## src/rtl/od_pulse_rx.sv

```systemverilog
// Receiver for an open-drain, pulse-width-coded single-wire bus: decodes low-pulse widths into
// bits/bytes, pulls the line low briefly to acknowledge each accepted byte.
module od_pulse_rx #(
    parameter int T1_MAX  = 4,
    parameter int T0_MAX  = 12,
    parameter int RST_MIN = 48,
    parameter int ACK_LEN = 6
) (
    input  logic       clk,
    input  logic       clrn,
    input  logic       line_in,
    output logic       line_oe,
    output logic [7:0] rx_data,
    output logic       rx_valid,
    input  logic       rx_ready,
    output logic       rx_err,
    output logic       rx_ovf
);

    typedef enum logic [1:0] {
        IDLE      = 2'd0,
        LOW       = 2'd1,
        ACK       = 2'd2,
        WAIT_HIGH = 2'd3
    } state_t;

    localparam logic [7:0] T1_W     = 8'(T1_MAX);
    localparam logic [7:0] T0_W     = 8'(T0_MAX);
    localparam logic [7:0] RST_W    = 8'(RST_MIN);
    localparam logic [7:0] ACK_LAST = 8'(ACK_LEN - 1);

    state_t      state_q;
    logic [1:0]  sync_q;
    logic        s_prev_q;
    logic [7:0]  cnt_q;
    logic [2:0]  bit_cnt_q;
    logic [7:0]  shift_q;
    logic [7:0]  ack_cnt_q;
    logic [7:0]  data_q;
    logic        valid_q;
    logic        oe_q;
    logic        err_q;
    logic        ovf_q;

    logic        s;
    logic        is_one;
    logic        is_zero;
    logic        is_err;
    logic        got_bit;
    logic        last_bit;
    logic        take;
    logic        can_load;
    logic [7:0]  cnt_d;
    logic [7:0]  shift_d;

    assign s        = sync_q[1];
    assign is_one   = (cnt_q >= 8'd1) && (cnt_q <= T1_W);
    assign is_zero  = (cnt_q > T1_W) && (cnt_q <= T0_W);
    assign is_err   = (cnt_q > T0_W) && (cnt_q < RST_W);
    assign got_bit  = is_one | is_zero;
    assign last_bit = (bit_cnt_q == 3'd7);
    assign take     = valid_q & rx_ready;
    assign can_load = ~valid_q | rx_ready;
    assign cnt_d    = (cnt_q == 8'hFF) ? cnt_q : cnt_q + 8'd1;
    // LSB first: each new bit enters at the top and the byte settles into place after eight shifts.
    assign shift_d  = {is_one, shift_q[7:1]};

    always_ff @(posedge clk or negedge clrn) begin
        if (!clrn) begin
            state_q   <= IDLE;
            sync_q    <= 2'b11;
            s_prev_q  <= 1'b1;
            cnt_q     <= 8'd0;
            bit_cnt_q <= 3'd0;
            shift_q   <= 8'd0;
            ack_cnt_q <= 8'd0;
            data_q    <= 8'h00;
            valid_q   <= 1'b0;
            oe_q      <= 1'b0;
            err_q     <= 1'b0;
            ovf_q     <= 1'b0;
        end else begin
            sync_q   <= {sync_q[0], line_in};
            s_prev_q <= s;
            err_q    <= 1'b0;
            ovf_q    <= 1'b0;
            if (take) begin
                valid_q <= 1'b0;
            end
            case (state_q)
                IDLE: begin
                    if (s_prev_q && !s) begin
                        cnt_q   <= 8'd1;
                        state_q <= LOW;
                    end
                end
                LOW: begin
                    if (!s) begin
                        cnt_q <= cnt_d;
                    end else begin
                        state_q <= IDLE;
                        if (got_bit) begin
                            if (last_bit) begin
                                bit_cnt_q <= 3'd0;
                                shift_q   <= 8'd0;
                                if (can_load) begin
                                    // Load wins over the consume-clear above in the same cycle.
                                    data_q    <= shift_d;
                                    valid_q   <= 1'b1;
                                    oe_q      <= 1'b1;
                                    ack_cnt_q <= 8'd0;
                                    state_q   <= ACK;
                                end else begin
                                    ovf_q <= 1'b1;
                                end
                            end else begin
                                bit_cnt_q <= bit_cnt_q + 3'd1;
                                shift_q   <= shift_d;
                            end
                        end else begin
                            bit_cnt_q <= 3'd0;
                            shift_q   <= 8'd0;
                            err_q     <= is_err;
                        end
                    end
                end
                ACK: begin
                    // Our own pull-down is on the line here, so the line level is not decoded.
                    if (ack_cnt_q == ACK_LAST) begin
                        oe_q    <= 1'b0;
                        state_q <= WAIT_HIGH;
                    end else begin
                        ack_cnt_q <= ack_cnt_q + 8'd1;
                    end
                end
                WAIT_HIGH: begin
                    if (s) begin
                        state_q <= IDLE;
                    end
                end
                default: state_q <= IDLE;
            endcase
        end
    end

    assign line_oe  = oe_q;
    assign rx_data  = data_q;
    assign rx_valid = valid_q;
    assign rx_err   = err_q;
    assign rx_ovf   = ovf_q;

endmodule

```

## config.mk

```make
export PLATFORM = sky130hd
export DESIGN_NAME = od_pulse_rx
export DESIGN_NICKNAME = d
export VERILOG_FILES = /design/src/rtl/od_pulse_rx.sv
export SDC_FILE = /design/constraint.sdc
export NUM_CORES = 1
export LEC_CHECK = 0
export BUFFER_PORTS_ARGS = -buffer_cell sky130_fd_sc_hd__buf_4
export CAP_MARGIN = 25
export CELL_PAD_IN_SITES_DETAIL_PLACEMENT = 1
export CELL_PAD_IN_SITES_GLOBAL_PLACEMENT = 1
export CORE_UTILIZATION = 40
export DETAILED_ROUTE_END_ITERATION = 7
export GPL_ROUTABILITY_DRIVEN = 0
export PLACE_DENSITY_LB_ADDON = 0.1
export SYNTH_ARGS = -nofsm -noshare
export SYNTH_HDL_FRONTEND = slang
export SYNTH_SLANG_ARGS = --single-unit
```

## constraint.sdc

```tcl
create_clock -name clk -period 3.6 [get_ports clk]
set_input_delay 0.18 -clock clk [delete_from_list [all_inputs] [get_ports clk]]
set_output_delay 0.18 -clock clk [all_outputs]
set_load 0.05 [all_outputs]
```

== Word level (Yosys, flattened, before mapping) ==
Cells that the tools add are included.

* Register bits: 44
* Output and inout bits: 12
* Word-level logic and storage cells: 97

* Add/subtract/negate cells: 3
* Magnitude comparators: 6
* Equal/unequal tests: 16
* Multiplexer cells: 42
* Bitwise logic cells: 4
* Reduce and logical (&&, ||, !) cells: 14

{| class="wikitable"
|+ Operators with widths
! kind !! number
|-
| $mux 8 || 10
|-
| $pmux 8 s2 || 2
|-
| $ne 2x2->1 const B || 10
|-
| $mux 1 || 19
|-
| $add 8x1->8 const B || 2
|-
| $mux 2 || 7
|-
| $reduce_and 6->1 || 2
|-
| $eq 8x3->1 const B || 1
|-
| $eq 8x8->1 const B || 1
|-
| $ge 8x1->1 const B || 1
|-
| $gt 8x3->1 const B || 1
|-
| $gt 8x4->1 const B || 1
|-
| $le 8x3->1 const B || 1
|-
| $le 8x4->1 const B || 1
|-
| $lt 8x6->1 const B || 1
|-
| $pmux 2 s4 || 1
|-
| $reduce_and 4->1 || 2
|-
| $mux 3 || 2
|-
| $reduce_and 5->1 || 1
|-
| $eq 2x2->1 const B || 2
|-
| $logic_and 1x1->1 || 4
|-
| $reduce_bool 2->1 || 2
|-
| $add 3x1->3 const B || 1
|-
| $eq 3x3->1 const B || 1
|-
| other kinds (8) || 9
|}

== Depth between registers and ports, before layout ==
* Depth after elaboration: 7
* Depth in mapped cells: 7
* Depth with buffers taken out: 6

== Worst setup path before layout ==
No wires, ideal clock.

* Path kind: register to register
* Start point: register ack_cnt_q[1]
* End point: register ack_cnt_q[2]
* Library setup time: 0.131 ns
* Data arrival time: 1.716 ns
* Data required time: 3.469 ns
* Slack: 1.754 ns
* Cell stages (with the launch flop): 7
* Buffers on the path: 0
* Clock period less this slack: 1.846 ns
* Cell sequence: dfrtp_1 inv_1 ha_1 or4b_4 o41ai_4 a211oi_1 mux2i_1

* Cells in the longest elaborated chain, start to end: 3

{| class="wikitable"
|+ RTL lines
! what !! RTL line !! RTL
|-
| from (decl) || 38 || <nowiki>logic [7:0] ack_cnt_q;</nowiki>
|-
| from (signal assigned) || 133 || <nowiki>ack_cnt_q <= ack_cnt_q + 8'd1;</nowiki>
|-
| $add 8x1->8 / $eq 8x3->1 (equally long branches) || 133, 129 ||
|-
| $mux 8 / $ne 2x2->1 (equally long branches) || n/a ||
|-
| $pmux 8 s2 / $reduce_and 6->1 (equally long branches) || n/a ||
|}

Several ways; a longest one is shown, not always the timed one. The select of a mux whose other input is x is not followed.
A chain may end at the register's enable or synchronous reset.

== Final worst setup path ==
* Start point: register bit_cnt_q[0]
* End point: register data_q[7] (netlist: rx_data[7])

* Cells in the longest elaborated chain, start to end: 2

{| class="wikitable"
|+ RTL lines
! what !! RTL line !! RTL
|-
| from (decl) || 36 || <nowiki>logic [2:0] bit_cnt_q;</nowiki>
|-
| from (signal assigned) || 117 || <nowiki>bit_cnt_q <= bit_cnt_q + 3'd1;</nowiki>
|-
| $eq 3x3->1 || 61 || <nowiki>assign last_bit = (bit_cnt_q == 3'd7);</nowiki>
|-
| $reduce_and 5->1 (no line) || n/a ||
|-
| to (signal assigned) || 108 || <nowiki>data_q <= shift_d;</nowiki>
|-
| to (decl) || 39 || <nowiki>logic [7:0] data_q;</nowiki>
|}

Every way passes these cells.

==> out/qor.yml <==
io-pin-count: 16
cp.required_ns: 3.77
p_per_area_nw_per_um2: 590
synth-edff-count: 0
final_nets: 216
fillers: 572
finalHoldViolations: 0
path_cells: "ha_1, ha_1, and4b_1, nand4_2, nor2_4, mux2_1"
clkLatencyLatePin_ns: 0.29
grt_max_degree: 44
finalNonFillerCells: 275
start_kind: "flop"
port_buffers: 15
drt-pass1-iter-count: 4
antenna-diode-count: 0
place_area_um2: 2360
avgSynthCellArea_um2: 11.7
cpPeakStageDelay_ns: 0.42
grt_pass1_wl_um: 8270
cp_max_fo: 15
rsz0062_at_grt: "no"
power.total_w: 0.00146
grt_pass1_vias: 1652
drt_iter0_drc: 72
leakagePower_nw: 1.10
fin_area_um2: 2470
min_period_over_period_pct: 64.3
ys_ff_latch: 43
drc_errors: 0
drt-total-wl_um: 4810
start_util_pct: 42.2
num_rows: 26
die_y_um: 76.1
worstHoldPathType: "in2reg"
cts_resized: 0
yosysWarnings: 0
wl_per_cell_um: 17.5
post-route-util_pct: 47.4
yosysMostFrequentCell: "dfrtp_1"
status: "complete, no violations"
grtUsageTotal_pct: 18.1
yosysTopAreaCell: "dfrtp_1"
crit_top_cell: "ha_1"
fin_crit_ns: 2.31
setup_tns_ns: 0
cts-root-buf: "clkbuf_8"
dieArea_um2: 5790
syn-num-nets: 200
skew_ns: 0.00856
cts_buffer_depth: 2
area_delta_synth_final_pct: 12.2
viasPerCell: 5.71
ys.flop_type: "dfrtp_1"
cts_made_buffers: 5
vias: 1571
ant_nets: 0
ys_top_cells_by_area: "dfrtp_1 (46%), ha_1 (4.6%), mux2_1 (4.1%)"
synth_area_um2: 2200
worstMarginPinSlew_ns: 0.980
dp.cells: 265
maxCapViolations: 0
worst_path_max_delay_cell: "nor2_4"
cts_setup_buffers: 0
antenna_found_initial: 0
cp.arrival_ns: 2.48
yosys.area.top_type_share_pct: 45.6
setup.worst_path.class: "reg2reg"
slew_headroom_pct: 34.5
synth.distinct_cells: 52
grt.overflow.total: 0
core_um2: 5200
finalSetupViolations: 0
clkSinkCount: 43
async_flop_share_pct: 100
setup.worst_path.end_class: "flop"
die_x_um: 76.1
fmax_ghz: 0.432
cts_tree: "yes"
ys_seq_area_share_pct: 49.1
irDropWorstVdd_mv: 0.327
dp_hpwl_um: 3350
drive_gt1_share_pct: 19.5
synth_cells: 188
htreeDepth: 2
synth_common_cells: "dfrtp_1 (40), nand2_1 (9)"
path_clk_slew_ns: 0.08
drv_slew: 0
==> sequential cells by signal, summed over array words and instances (netlist names), named ones only <==
signal,count
s_prev_q,1
rx_valid,1
rx_err,1
state_q,1
shift_q,7
sync_q,2
bit_cnt_q,3
rx_ovf,1
rx_data,8
ack_cnt_q,8
cnt_q,8
line_oe,1
==> per-layer routing <==
layer	global-route usage, %	wire length (um)	share of wire, %
met5	0	0	0
met4	8.27	98	2.0
met3	2.87	93	1.9
met2	29.2	2350	49
met1	24.0	2270	47
==> logic make-up after synthesis <==
family / Yosys count / synth area share [%]
compound gates: 51 / 18.8
fa+ha+maj: 8 / 4.56
flops: 43 / 49.1
simple gates: 53 / 15.9
buf+inv: 15 / 2.85
mux: 18 / 8.77
==> worst max-delay path, delay by kind of cell (launching register included) <==
kind,cells,cell delay (ns)
adders and majority gates,2,0.38
DFF,1,0.38
muxes,1,0.36
and+or+nand+nor,3,1.07
==> repair_timing <==
item,CTS,global route
endpoints found under the setup margin,0,0
hold endpoints to repair,41,0
hold buffers,2,0
==> metrics by stage <==
stage / hold WS, ns / worst slack (ns)
2_1_floorplan: -0.116 / 1.75
3_3_place_gp: 0.193 / 1.38
3_5_place_dp: 0.207 / 1.26
4_1_cts: 0.230 / 1.24
5_1_grt: 0.247 / 1.09
6_report: 0.236 / 1.29
==> cell type report <==
| class | count | area, um^2 | share of cell area [%] |
|---|---|---|---|
| Tap cell | 70 | 87.6 | 3.55 |
| Timing Repair Buffer | 17 | 133 | 5.38 |
| Inverter | 7 | 26.3 | 1.07 |
| Sequential cell | 43 | 1080 | 43.8 |
| Clock inverter | 2 | 12.5 | 0.507 |
| Multi-Input combinational cell | 130 | 1050 | 42.8 |
| Clock buffer | 6 | 72.6 | 2.94 |
==> layout by cell type, fill, tap and decap left out, types with 7 or more instances in the layout <==
| master | synthesis | final |
|---|---|---|
| a211oi_1 | 7 | 7 |
| a22o_1 | 8 | 8 |
| buf_4 | 0 | 15 |
| dfrtp_1 | 40 | 40 |
| ha_1 | 8 | 8 |
| inv_1 | 7 | 7 |
| mux2_1 | 8 | 8 |
| mux2i_1 | 8 | 8 |
| nand2_1 | 9 | 9 |
| nand3_1 | 7 | 7 |
| nor2_1 | 7 | 7 |
| o21ai_0 | 7 | 7 |
==> power by group <==
group	switching [W]	total [W]	internal, W	leakage, nW
sequential	0.000107	0.000696	0.000588	0.562
combinational	0.000274	0.000467	0.000193	0.494
clock	0.000157	0.000292	0.000136	0.0412
==> path summary, 6_finish.rpt <==
check,from,endpoint,slack [ns],cells after the start
max reg2reg,bit_cnt_q[0],rx_data[7],1.29,6
min,rx_ready,rx_ovf,0.24,3
min reg2reg,sync_q[0],sync_q[1],0.36,0
max in group asynchronous,clrn,sync_q[1],2.78,2
max,bit_cnt_q[0],rx_data[7],1.29,6
min in group asynchronous,clrn,cnt_q[6],0.42,2
No activity file was read; power rests on OpenSTA's default activity.
